`src/rtl/lsu_mem_master.sv`:
```
// Load/store initiator between the EX/MEM stage and a fixed-latency SRAM port.
// Optional build macro MISALIGN_TRAP_EN: misaligned H/W accesses are reported as errors.
module lsu_mem_master #(
    parameter int MEM_RD_LATENCY = 1
) (
    input  logic        clk,
    input  logic        rst,
    input  logic        req_valid,
    output logic        req_ready,
    input  logic        req_is_load,
    input  logic [2:0]  req_funct3,
    input  logic [31:0] req_addr,
    input  logic [31:0] req_wdata,
    output logic        rsp_valid,
    output logic [31:0] rsp_rdata,
    output logic        rsp_err,
    output logic        MemRead,
    output logic [3:0]  MemWrite,
    output logic [31:0] address,
    output logic [31:0] write_data,
    input  logic [31:0] read_data
);

    typedef enum logic [1:0] {IDLE, ISSUE, WAIT, RESP} state_t;

    localparam logic [1:0] WAIT_INIT = 2'((MEM_RD_LATENCY > 0) ? MEM_RD_LATENCY - 1 : 0);

    state_t      state_q, state_d;
    logic [1:0]  cnt_q, cnt_d;
    logic        is_load_q;
    logic [2:0]  funct3_q;
    logic [1:0]  off_q;

    logic        accept, req_err, misalign, issue_go, capture;
    logic [1:0]  req_off;
    logic        mem_read_d, rsp_valid_d, rsp_err_d;
    logic [3:0]  mem_write_d;
    logic [31:0] rsp_rdata_d;

    function automatic logic funct3_illegal(input logic is_load, input logic [2:0] f3);
        if (is_load)
            return (f3 == 3'b011) || (f3 == 3'b110) || (f3 == 3'b111);
        else
            return f3[2] || (f3[1:0] == 2'b11);
    endfunction

    function automatic logic [3:0] store_strobe(input logic [2:0] f3, input logic [1:0] off);
        case (f3[1:0])
            2'b00:   return 4'b0001 << off;
            2'b01:   return 4'b0011 << {off[1], 1'b0};
            default: return 4'b1111;
        endcase
    endfunction

    function automatic logic [31:0] store_lanes(input logic [2:0] f3, input logic [31:0] wdata);
        case (f3[1:0])
            2'b00:   return {4{wdata[7:0]}};
            2'b01:   return {2{wdata[15:0]}};
            default: return wdata;
        endcase
    endfunction

    function automatic logic [31:0] load_extract(input logic [2:0] f3, input logic [1:0] off,
                                                 input logic [31:0] rdata);
        logic        [31:0] lane;
        logic signed [7:0]  lane_b;
        logic signed [15:0] lane_h;
        lane   = rdata >> {off, 3'b000};
        lane_b = $signed(lane[7:0]);
        lane_h = $signed(lane[15:0]);
        case (f3)
            3'b000:  return {{24{lane_b[7]}}, lane_b};
            3'b001:  return {{16{lane_h[15]}}, lane_h};
            3'b100:  return {24'b0, lane[7:0]};
            3'b101:  return {16'b0, lane[15:0]};
            default: return lane;
        endcase
    endfunction

`ifdef MISALIGN_TRAP_EN
    always_comb begin
        misalign = ((req_funct3[1:0] == 2'b01) && req_addr[0]) ||
                   ((req_funct3[1:0] == 2'b10) && (req_addr[1:0] != 2'b00));
        req_off  = req_addr[1:0];
    end
`else
    // Misaligned halfword/word accesses are silently snapped to natural alignment.
    always_comb begin
        misalign = 1'b0;
        case (req_funct3[1:0])
            2'b01:   req_off = {req_addr[1], 1'b0};
            2'b10:   req_off = 2'b00;
            default: req_off = req_addr[1:0];
        endcase
    end
`endif

    assign req_ready = (state_q == IDLE) && !rst;
    assign accept    = req_valid && req_ready;
    assign req_err   = funct3_illegal(req_is_load, req_funct3) || misalign;
    assign issue_go  = accept && !req_err;

    always_comb begin
        state_d     = state_q;
        cnt_d       = cnt_q;
        capture     = 1'b0;
        mem_read_d  = 1'b0;
        mem_write_d = 4'b0000;
        rsp_err_d   = 1'b0;
        case (state_q)
            IDLE: begin
                if (accept) begin
                    state_d   = req_err ? RESP : ISSUE;
                    rsp_err_d = req_err;
                    if (issue_go) begin
                        mem_read_d  = req_is_load;
                        mem_write_d = req_is_load ? 4'b0000 : store_strobe(req_funct3, req_off);
                    end
                end
            end
            ISSUE: begin
                if (!is_load_q) begin
                    state_d = RESP;
                end else if (MEM_RD_LATENCY == 0) begin
                    state_d = RESP;
                    capture = 1'b1;
                end else begin
                    state_d    = WAIT;
                    cnt_d      = WAIT_INIT;
                    mem_read_d = 1'b1;
                end
            end
            WAIT: begin
                if (cnt_q == 2'd0) begin
                    state_d = RESP;
                    capture = 1'b1;
                end else begin
                    cnt_d      = cnt_q - 2'd1;
                    mem_read_d = 1'b1;
                end
            end
            default: state_d = IDLE;
        endcase
        rsp_valid_d = (state_d == RESP);
        rsp_rdata_d = capture ? load_extract(funct3_q, off_q, read_data) : 32'b0;
    end

    always_ff @(posedge clk) begin
        if (rst) begin
            state_q    <= IDLE;
            cnt_q      <= 2'd0;
            MemRead    <= 1'b0;
            MemWrite   <= 4'b0000;
            address    <= 32'b0;
            write_data <= 32'b0;
            rsp_valid  <= 1'b0;
            rsp_rdata  <= 32'b0;
            rsp_err    <= 1'b0;
        end else begin
            state_q   <= state_d;
            cnt_q     <= cnt_d;
            MemRead   <= mem_read_d;
            MemWrite  <= mem_write_d;
            rsp_valid <= rsp_valid_d;
            rsp_rdata <= rsp_rdata_d;
            rsp_err   <= rsp_err_d;
            if (issue_go) begin
                address    <= {req_addr[31:2], 2'b00};
                write_data <= store_lanes(req_funct3, req_wdata);
            end
        end
    end

    // Request fields are pure data; state reset alone keeps them from being used stale.
    always_ff @(posedge clk) begin
        if (accept) begin
            is_load_q <= req_is_load;
            funct3_q  <= req_funct3;
            off_q     <= req_off;
        end
    end

endmodule

```
`config.mk`:
```
export PLATFORM = sky130hd
export DESIGN_NAME = lsu_mem_master
export DESIGN_NICKNAME = d
export VERILOG_FILES = /design/src/rtl/lsu_mem_master.sv
export SDC_FILE = /design/constraint.sdc
export NUM_CORES = 1
export LEC_CHECK = 0
export CORE_MARGIN = 3
export CORE_UTILIZATION = 45
export CTS_CLUSTER_DIAMETER = 50
export DETAILED_ROUTE_END_ITERATION = 12
export DONT_BUFFER_PORTS = 1
export GPL_ROUTABILITY_DRIVEN = 0
export PLACE_DENSITY = 0.67
export RECOVER_POWER = 100
export SLEW_MARGIN = 10
export SYNTH_ARGS = -nofsm -noshare
export SYNTH_HDL_FRONTEND = slang
export SYNTH_SLANG_ARGS = --single-unit
```
`constraint.sdc`:
```
create_clock -name clk -period 4.9 [get_ports clk]
set_input_delay 0.49 -clock clk [delete_from_list [all_inputs] [get_ports clk]]
set_output_delay 0.49 -clock clk [all_outputs]
set_load 0.005 [all_outputs]
```
==> summary.txt <==
Worst setup path
  • CP Capture Type: flip-flop
  • WS Path Type: reg2reg
  • WP data arrival: 3.60 ns
  • Worst r2r src: state_q[0]
  • Worst Setup SP: state_q[0]
  • WP data required: about 5.2 ns
  • Highest fanout seen on the critical path: 87
  • Setup crit start kind: flip-flop

Power and ir drop
  • Sw Ratio: 29.8%
  • Combinational fraction of design power: 17.8%
  • P_int: about 1.4 mW
  • Peak VDD IR: around 0.19 mV
  • LEAKAGE: roughly 1.8 nW
  • Sequential power share: a little under three fifths
  • Net switching power: between 0.5 and 0.6 mW
  • Pwr Density: 406 nW/µm²
  • Clock share of power: about a quarter

Logic synthesis
  • Post-Syn Instances: around 480
  • Mean Syn Cell Area: 9.56 µm²
  • Ys async rst share: 0%
  • Dominant cell type by area after synthesis: dfxtp_1
  • Mapped Area: 4600 µm²
  • Number of distinct library cells after synthesis: 39
  • Top post-synthesis cells by area: dfxtp_1 (46%), mux2i_1 (12%), nor2_1 (7.0%)
  • Commonest cells in the netlist: dfxtp_1 (105), nor2_1 (86), mux2i_1 (56), nand2_1 (40), a211oi_1 (31)
  • Most common cell in the netlist: dfxtp_1
  • Seq/Total Area, Yosys: 49.6%
  • Primary FF master, synth: dfxtp_1
  • Post-synth top area share: a little under half
  • Yosys reg bits: 111
  • Synth Warn #: 0
  • Post-synth EDFFs: 6

Clock tree
  • CTS Root Cell: clkbuf_8
  • Setup Buffers After CTS: 0
  • Maximum clock path buffer count: 2
  • CTS resizes: 0
  • H-tree depth: 3
  • CTS clock-pin slew for the worst setup and hold paths: 0.10 ns
  • CTS tree: built
  • Hold Buf Count CTS: 0
  • Skew-Pair Late Insertion Delay: between 0.3 and 0.4 ns
  • TritonCTS Buffers: 9
  • CTS sink count: between 100 and 150

Global routing
  • First-pass GRT wire length: ~17000 µm
  • Met1 usage: 20.8%
  • Met3 GRT Util: between 8 and 9%
  • Gr busiest metal: met2
  • Gr usage total: a little under a fifth
  • Largest net degree at the start of global routing: 88
  • Total grt overflow: 0
  • Initial antenna violation count: 0
  • Met2 Usage GRT: between 30 and 40%
  • Vias in the first global route: 3366

Detailed routing
  • Via density: 5.73
  • Vias: around 3400
  • # DRC: 0
  • Antenna viol nets, final: 0
  • Router iterations before antenna repair: 4
  • Total wire length: around 11000 µm
  • DRT iter0 DRCs: 220
  • Routed len/inst: 19.2 µm

Floorplan
  • Chip width: 107 µm
  • # rows: 36
  • Die area: ~11000 µm²
  • Core Region: 9860 µm²
  • Initial Utilization: between 40% and 50%
  • Height of the die: about 110 µm
  • Ports: roughly 210

Final layout
  • Number of fill cells: slightly above 900
  • Final nets: roughly 570
  • # diodes: 0
  • Area grow syn2layout: 4.00%
  • Area of the multi-input gates: 2100 µm²
  • Finished Layout Cells: between 500 and 600
  • Share of layout cells above drive strength 1: under 10%
  • Area occupied by registers: 2280 µm²
  • Design area: between 4000 and 5000 µm²

Place
  • DP Cell Count: around 580
  • Dpl cell area: around 4600 µm²
  • HPWL Detailed: around 8300 µm
  • Worst slack, placed: 2.39 ns
  • IO buf count: 0

Hold path
  • HP Class: in2reg
  • Hold path start: rst

STA
  • Fmax: 302 MHz
  • Setup Total Neg Slack: 0 ns
  • Max-slew headroom at the worst pin: -38.5%
  • Fin crit period: between 3 and 4 ns
  • Slew @ Worst Pin: between 2 and 2.5 ns
  • Final Skew: 0.0101 ns
  • Final WS setup: ~1.6 ns
  • Final setup viols: 0
  • RSZ-0062 raised after global routing: false
  • Hold Vio Cnt, Final: 0
  • Final Max Tran Viols: 88
  • Final hold slack: between 0.15 and 0.2 ns
  • Final period util: slightly below 70%

Run status
  • Status: finished with violations
  • Failing checks: capacitance limit, slew limit

Flow run
  • # Max-Cap Violations: 1
-- worst max-delay path, cell delays in order, from the launching register on --
cell      delay, ns
dfxtp_1        0.36
inv_1          0.09
ha_1           0.23
nand3b_1       0.24
a211oi_4       0.26
clkbuf_2       1.52
a222oi_1       0.30
nor3_1         0.23
-- power by group through the flow --
stage	clock (mW)	sequential [mW]	combinational (mW)
detailed placement	0	1.11	0.345
global placement	0	1.11	0.330
global route	0.545	1.10	0.390
CTS	0.513	1.09	0.345
finish	0.503	1.09	0.345
floorplan	0	1.08	0.310
-- final timing paths --
check          endpoint  slack (ns)  depth (start not counted)
max             MemRead        1.59                          7
min          address[3]        0.18                          1
min reg2reg    cnt_q[0]        0.50                          2
max reg2reg     MemRead        1.59                          7
-- registers in the layout, summed over array words and instances, names as in the netlist, 2 cells and up --
register	cells
funct3_q	3
rsp_rdata	32
address	30
off_q	2
state_q	2
write_data	32
cnt_q	2
MemWrite	4
-- logic make-up after synthesis --
kind of cell / Yosys count / share of synthesized area [%]
buffers and inverters: 47 / 4.46
multiplexers: 58 / 12.9
AO/OA/AOI/OAI: 97 / 15.4
adder cells (fa/ha/maj): 9 / 2.45
AND/OR/NAND/NOR: 158 / 15.0
flip-flops: 111 / 49.6
other: 1 / 0.0816
-- layout make-up --
type                       instances  area share (%)
multi-input combinational        324            44.0
tap                              133            3.48
clock inverter                     5           0.680
timing repair buffer               2           0.262
inverter                          12           0.942
clock buffer                      11            2.96
sequential                       111            47.7
-- stage by stage --
stage | power (mW) | util (%)
final | 1.94 | 48.5
after global routing | 2.04 | 48.5
after CTS | 1.95 | 48.6
after detailed placement | 1.46 | 46.9
after global placement | 1.44 | 46.9
after floorplan | 1.39 | -
-- cells in the final DEF (no fill, tap or decap), types with 2 or more instances in the layout --
master,count
a311oi_1,18
mux2i_1,56
o21ai_0,14
nand2_1,40
nor2b_1,13
conb_1,2
nor2_1,86
ha_1,9
dfxtp_1,105
a211oi_1,31
clkinv_2,2
nor3_1,3
nand2b_1,6
inv_1,12
edfxtp_1,6
a22oi_1,16
nand4_1,2
clkbuf_8,10
a21oi_1,9
nand3b_1,4
-- metal layers --
metal	share of wire (%)	vias up
met1	38	1607
met5	0	-
li1	-	1644
met3	11	11
met2	49	162
met4	1.5	0
No activity file was read; power rests on OpenSTA's default activity.
